--- src/rtl/wt_be_split_fsm.sv ---
// Byte-enable splitter: breaks one masked write into naturally aligned power-of-two
// sub-requests, emitted lowest byte first.
module wt_be_split_fsm #(
  parameter int unsigned DATA_WIDTH  = 64,
  parameter int unsigned ADDR_WIDTH  = 64,
  parameter int unsigned ID_WIDTH    = 2,
  parameter bit          SWAP_ENDIAN = 1'b0,
  localparam int unsigned NBYTES     = DATA_WIDTH / 8,
  localparam int unsigned OFF_W      = $clog2(NBYTES),
  localparam int unsigned CNT_W      = $clog2(NBYTES) + 1
) (
  input  logic                  clk_i,
  input  logic                  rst_i,
  input  logic                  req_valid_i,
  output logic                  req_ready_o,
  input  logic [ADDR_WIDTH-1:0] req_addr_i,
  input  logic [DATA_WIDTH-1:0] req_data_i,
  input  logic [NBYTES-1:0]     req_be_i,
  input  logic [ID_WIDTH-1:0]   req_id_i,
  output logic                  sub_valid_o,
  input  logic                  sub_ready_i,
  output logic [ADDR_WIDTH-1:0] sub_addr_o,
  output logic [DATA_WIDTH-1:0] sub_data_o,
  output logic [NBYTES-1:0]     sub_be_o,
  output logic [2:0]            sub_size_o,
  output logic [ID_WIDTH-1:0]   sub_id_o,
  output logic                  sub_last_o,
  output logic [CNT_W-1:0]      sub_cnt_o
);

  localparam int unsigned LANE_BYTES = (NBYTES >= 8) ? 8 : NBYTES;
  localparam logic [ADDR_WIDTH-1:0] OFF_MASK = ADDR_WIDTH'(NBYTES - 1);

  typedef enum logic {StIdle, StSplit} state_e;

  state_e                state_q, state_d;
  logic [NBYTES-1:0]     rem_q, rem_d;
  logic [CNT_W-1:0]      cnt_q, cnt_d;
  logic [ADDR_WIDTH-1:0] addr_q, addr_d;
  logic [DATA_WIDTH-1:0] data_q, data_d;
  logic [ID_WIDTH-1:0]   id_q, id_d;

  logic [OFF_W-1:0]  low_idx;
  logic [NBYTES-1:0] chunk_be;
  logic [NBYTES-1:0] win;
  logic [2:0]        chunk_size;
  logic              last;
  logic              sub_fire;
  logic              req_fire;

  // Grow the window from the lowest pending byte while it stays aligned and fully
  // enabled; once a size fails, every larger size fails too.
  always_comb begin
    low_idx = '0;
    for (int b = NBYTES - 1; b >= 0; b--) begin
      if (rem_q[b]) low_idx = OFF_W'(b);
    end
    chunk_be   = '0;
    chunk_size = '0;
    win        = '0;
    for (int k = 0; k <= OFF_W; k++) begin
      win = ({NBYTES{1'b1}} >> (NBYTES - (1 << k))) << low_idx;
      if (((int'(low_idx) & ((1 << k) - 1)) == 0) && ((rem_q & win) == win)) begin
        chunk_be   = win;
        chunk_size = 3'(k);
      end
    end
  end

  assign last        = (rem_q & ~chunk_be) == '0;
  assign sub_fire    = (state_q == StSplit) && sub_ready_i;
  assign req_ready_o = !rst_i && ((state_q == StIdle) || (sub_fire && last));
  assign req_fire    = req_valid_i && req_ready_o;

  always_comb begin
    state_d = state_q;
    rem_d   = rem_q;
    cnt_d   = cnt_q;
    addr_d  = addr_q;
    data_d  = data_q;
    id_d    = id_q;
    if (sub_fire) begin
      rem_d = rem_q & ~chunk_be;
      cnt_d = cnt_q + CNT_W'(1);
      if (last) state_d = StIdle;
    end
    // A new request overrides the completion above (back-to-back acceptance).
    if (req_fire) begin
      addr_d  = req_addr_i & ~OFF_MASK;
      data_d  = req_data_i;
      id_d    = req_id_i;
      rem_d   = req_be_i;
      cnt_d   = '0;
      state_d = (req_be_i != '0) ? StSplit : StIdle;
    end
  end

  always_ff @(posedge clk_i or posedge rst_i) begin
    if (rst_i) begin
      state_q <= StIdle;
      rem_q   <= '0;
      cnt_q   <= '0;
      addr_q  <= '0;
      data_q  <= '0;
      id_q    <= '0;
    end else begin
      state_q <= state_d;
      rem_q   <= rem_d;
      cnt_q   <= cnt_d;
      addr_q  <= addr_d;
      data_q  <= data_d;
      id_q    <= id_d;
    end
  end

  always_comb begin
    sub_data_o = data_q;
    if (SWAP_ENDIAN) begin
      for (int l = 0; l < int'(NBYTES / LANE_BYTES); l++) begin
        for (int b = 0; b < int'(LANE_BYTES); b++) begin
          sub_data_o[(l * LANE_BYTES + b) * 8 +: 8] =
              data_q[(l * LANE_BYTES + LANE_BYTES - 1 - b) * 8 +: 8];
        end
      end
    end
  end

  assign sub_valid_o = (state_q == StSplit);
  assign sub_addr_o  = addr_q | ADDR_WIDTH'(low_idx);
  assign sub_be_o    = chunk_be;
  assign sub_size_o  = chunk_size;
  assign sub_id_o    = id_q;
  assign sub_last_o  = (state_q == StSplit) && last;
  assign sub_cnt_o   = cnt_q;

endmodule
--- config.mk ---
export PLATFORM = sky130hd
export DESIGN_NAME = wt_be_split_fsm
export DESIGN_NICKNAME = d
export VERILOG_FILES = /design/src/rtl/wt_be_split_fsm.sv
export SDC_FILE = /design/constraint.sdc
export NUM_CORES = 1
export LEC_CHECK = 0
export ABC_CLOCK_PERIOD_IN_PS = 6200
export BUFFER_PORTS_ARGS = -buffer_cell sky130_fd_sc_hd__buf_2
export CAP_MARGIN = 0
export CELL_PAD_IN_SITES_DETAIL_PLACEMENT = 1
export CELL_PAD_IN_SITES_GLOBAL_PLACEMENT = 1
export CORE_MARGIN = 2
export CORE_UTILIZATION = 30
export CTS_BUF_LIST = sky130_fd_sc_hd__clkbuf_8
export DETAILED_ROUTE_END_ITERATION = 10
export PLACE_DENSITY = 0.78
export SETUP_SLACK_MARGIN = 0.15
export SLEW_MARGIN = 20
export SYNTH_ARGS = -nofsm -noshare
export SYNTH_HDL_FRONTEND = slang
export SYNTH_SLANG_ARGS = --single-unit
--- constraint.sdc ---
create_clock -name clk_i -period 6.2 [get_ports clk_i]
set_clock_uncertainty 0.05 [all_clocks]
set_input_delay 1.24 -clock clk_i [delete_from_list [all_inputs] [get_ports clk_i]]
set_output_delay 1.24 -clock clk_i [all_outputs]
set_load 0.03 [all_outputs]
==> flow_metrics.py <==
metrics = {
    "outcome": {
        "result_of_the_run": "complete, no violations",
    },
    "worst_setup_path": {
        "number_of_cells_on_the_worst_reg_to_reg_path": 14,
        "critical_path.endpoint": "req_ready_o",
        "cp-start-kind": "flip-flop",
        "arrival_ns": 4.51,
        "rrSetupSlack_ns": 1.22,
        "critPathRequiredTime_ns": 4.91,
        "worstReg2RegStart": "rem_q[7]$_DFFE_PP0P_",
        "timing.setup.critical_path_class": "reg -> out",
        "crit-reg2reg-capture": "sub_data_o[50]$_DFFE_PP0P_",
        "critical_path.endpoint_type": "output pin",
        "setup.worst_path.start": "rem_q[7]$_DFFE_PP0P_",
        "worstPathMaxFanout": 11,
    },
    "routing": {
        "drt-total-wl_mm": 20.1,
        "drt-wirelength-per-cell_um": 18.5,
        "dr_total_vias": 5297,
        "detail_route.iter0.violations": 145,
        "pre_repair_dr_iteration_count": 4,
        "post-route-drc-count": 0,
        "antenna_viol_nets_final": 0,
        "routed_via_density": 4.87,
    },
    "timing": {
        "slew_viol_final": 0,
        "worst_pin_slew_ns": 0.959,
        "report.final.hold_viol_count": 0,
        "period_minus_ws_final_ns": 5.80,
        "timing.fmax_ghz": 0.172,
        "layout_worst_path_cycle_share": 0.936,
        "setup-tns-final_ns": 0,
        "rsz0062_at_grt": "false",
        "timing.final.setup_violations": 0,
        "maxSlewHeadroom": 0.361,
    },
    "min_path": {
        "worstHoldPathType": "reg -> reg",
    },
    "yosys": {
        "ys_seq_elements": 140,
        "postSynthNetCount": 648,
        "ys.warnings.count": 0,
        "synthesized_cell_area_mm2": 0.00666,
        "average_size_of_a_mapped_cell_um2": 13.5,
        "synth_enable_flop_cells": 0,
        "proportion_of_synthesized_flip_flops_having_asynchronous_set_or_reset": 1.00,
        "synthFlopType": "sky130_fd_sc_hd__dfrtp_1",
        "synthCells": 494,
        "synth_sequential_area_ratio": 0.526,
        "synth_cell_types": 57,
    },
    "job": {
        "drv_cap": 0,
    },
    "final_layout": {
        "flow.area_growth_from_synthesis_pct": 34.0,
        "final_design_area_no_fill_mm2": 0.00893,
        "layout.filler_cells": 2433,
        "final_stage_net_count": 945,
        "post_route_cells_drive_above_1_share": 0.616,
        "layout_common_cells": "285 x sky130_fd_sc_hd__buf_2, 134 x sky130_fd_sc_hd__dfrtp_1, 86 x sky130_fd_sc_hd__mux2_2",
        "layout_commonest_cell": "sky130_fd_sc_hd__buf_2",
    },
    "floorplanning": {
        "core_region_area_mm2": 0.0218,
        "floorplan.initialDensity": 0.305,
        "io-pin-count": 290,
        "die_w_um": 153,
        "die_y_um": 153,
        "rows": 54,
        "fp.dieArea_mm2": 0.0234,
    },
    "power_and_ir_drop": {
        "power.ir.vdd_worst_v": 0.000240,
        "power.density_mw_per_mm2": 673,
        "power.static_leakage_nw": 4.71,
        "report.power.total_w": 0.00601,
    },
    "clock_network": {
        "clkLatencyLatePin_ns": 0.43,
        "cts_tree": "yes",
        "clock_sinks": 140,
        "holdBufCountCts": 0,
        "clock_root_buffer": "sky130_fd_sc_hd__clkbuf_8",
        "cts.clk_slew.worst_paths_ns": 0.08,
        "total_cts_buffers": 17,
        "cts-root-to-sink-buffers": 2,
        "ctsHtreeMaxLevel": 4,
    },
    "place": {
        "gp_congestion": 0.891,
        "io_buffers": 285,
        "detailedPlacementHpwl_mm": 15.2,
        "post_dp_cell_area_mm2": 0.00845,
    },
    "grt": {
        "first_global_vias": 5838,
        "grt_start_max_net_pins": 76,
        "grtUsageTotal": 0.171,
        "overflow": 0,
        "grt_first_pass_wirelength_mm": 31.9,
        "antenna_found_initial": 3,
    },
}
-- cell families (layout without fill, tap and decap cells) --
group | count (synthesis) | after routing | synth area share
AOI/OAI and AO/OA | 76 | 76 | 0.0821
and+or+nand+nor | 76 | 76 | 0.0689
buffers and inverters | 50 | 360 | 0.0398
DFF | 140 | 140 | 0.526
other | 1 | 4 | 0.000563
muxes | 139 | 139 | 0.260
adders and majority gates | 12 | 12 | 0.0225
-- per-stage QoR --
stage	cells	setup WS, ns	hold WS (ns)	utilization
after floorplan	494	0.220	0.603	-
after global placement	1048	0.581	0.433	0.387
after detailed placement	1048	0.545	0.438	0.387
after CTS	1080	0.163	0.460	0.405
after global routing	1086	0.153	0.472	0.409
final	1087	0.398	0.453	0.409
-- synthesized netlist by cell type (3+ instances only) --
cell type	count	area share
sky130_fd_sc_hd__a211oi_1	4	0.0045
sky130_fd_sc_hd__a21oi_1	11	0.0083
sky130_fd_sc_hd__a22o_1	4	0.0053
sky130_fd_sc_hd__a22oi_1	3	0.0034
sky130_fd_sc_hd__a31oi_1	6	0.0056
sky130_fd_sc_hd__and2_1	3	0.0028
sky130_fd_sc_hd__and3_1	6	0.0056
sky130_fd_sc_hd__buf_2	11	0.0083
sky130_fd_sc_hd__buf_6	8	0.014
sky130_fd_sc_hd__clkbuf_1	8	0.0045
sky130_fd_sc_hd__dfrtp_1	140	0.53
sky130_fd_sc_hd__ha_1	12	0.023
sky130_fd_sc_hd__inv_1	22	0.012
sky130_fd_sc_hd__mux2_2	86	0.15
sky130_fd_sc_hd__mux2_4	47	0.11
sky130_fd_sc_hd__mux2i_1	6	0.0090
sky130_fd_sc_hd__nand2_1	7	0.0039
sky130_fd_sc_hd__nand3_1	11	0.0083
sky130_fd_sc_hd__nand4_1	3	0.0028
sky130_fd_sc_hd__nor2_1	10	0.0056
sky130_fd_sc_hd__nor2b_1	9	0.0085
sky130_fd_sc_hd__nor3_1	7	0.0053
sky130_fd_sc_hd__nor4_1	6	0.0056
sky130_fd_sc_hd__o211a_1	4	0.0060
sky130_fd_sc_hd__o21ai_0	16	0.012
sky130_fd_sc_hd__o31ai_1	3	0.0034
sky130_fd_sc_hd__or4b_1	4	0.0060
-- sequential cells by signal, summed over array words and instances (netlist names) --
register,flops
addr_q,61
rem_q,8
sub_cnt_o,4
sub_data_o,64
sub_id_o,2
sub_valid_o,1
-- critical path: stages, from the launching register on --
cell	delay, ns
sky130_fd_sc_hd__dfrtp_2	0.51
sky130_fd_sc_hd__or4_1	0.58
sky130_fd_sc_hd__nand2_1	0.13
sky130_fd_sc_hd__buf_4	0.20
sky130_fd_sc_hd__ha_1	0.22
sky130_fd_sc_hd__nor2b_4	0.24
sky130_fd_sc_hd__a21oi_1	0.10
sky130_fd_sc_hd__o2111a_1	0.21
sky130_fd_sc_hd__a21boi_2	0.28
sky130_fd_sc_hd__inv_1	0.15
sky130_fd_sc_hd__or4b_1	0.58
sky130_fd_sc_hd__and3_1	0.25
sky130_fd_sc_hd__o41a_1	0.33
sky130_fd_sc_hd__nor2_1	0.11
sky130_fd_sc_hd__buf_2	0.20
-- power breakdown --
part	switching [W]	internal (W)	total, W
clock	0.000426	0.000300	0.000727
sequential	0.000296	0.00135	0.00165
combinational	0.00225	0.00138	0.00363
-- final cells by class --
class / count / area, um^2 / share of cell area
Multi-Input combinational cell: 304 / 2940 / 0.330
Antenna cell: 3 / 7.51 / 0.000841
Sequential cell: 140 / 3510 / 0.393
Tap cell: 280 / 350 / 0.0392
Clock buffer: 17 / 234 / 0.0262
Inverter: 22 / 86.3 / 0.00967
Clock inverter: 15 / 150 / 0.0168
Timing Repair Buffer: 306 / 1650 / 0.184
-- worst min-delay path by stage --
stage,from,end,depth (start not counted)
2_1_floorplan,rem_q[0]$_DFFE_PP0P_,rem_q[0]$_DFFE_PP0P_,3
3_3_place_gp,sub_data_o[47]$_DFFE_PP0P_,sub_data_o[47]$_DFFE_PP0P_,1
3_5_place_dp,sub_data_o[9]$_DFFE_PP0P_,sub_data_o[9]$_DFFE_PP0P_,1
4_1_cts,sub_data_o[19]$_DFFE_PP0P_,sub_data_o[19]$_DFFE_PP0P_,1
5_1_grt,sub_data_o[19]$_DFFE_PP0P_,sub_data_o[19]$_DFFE_PP0P_,1
6_report,sub_data_o[19]$_DFFE_PP0P_,sub_data_o[19]$_DFFE_PP0P_,1
-- what timing repair did --
item,in CTS,in global routing
gates resized for setup,5,13
buffers inserted,0,4
setup endpoints to repair,1,2
pin swaps,0,1
-- routing by layer --
metal  up-vias  part of all wire  global-route usage
met5         -                 0                   0
met4         0             0.025              0.0657
met3        31             0.092              0.0621
met2       251              0.50               0.284
met1      2617              0.39               0.203
li1       2398                 -                   -
Power figures use the tool's default switching activity.
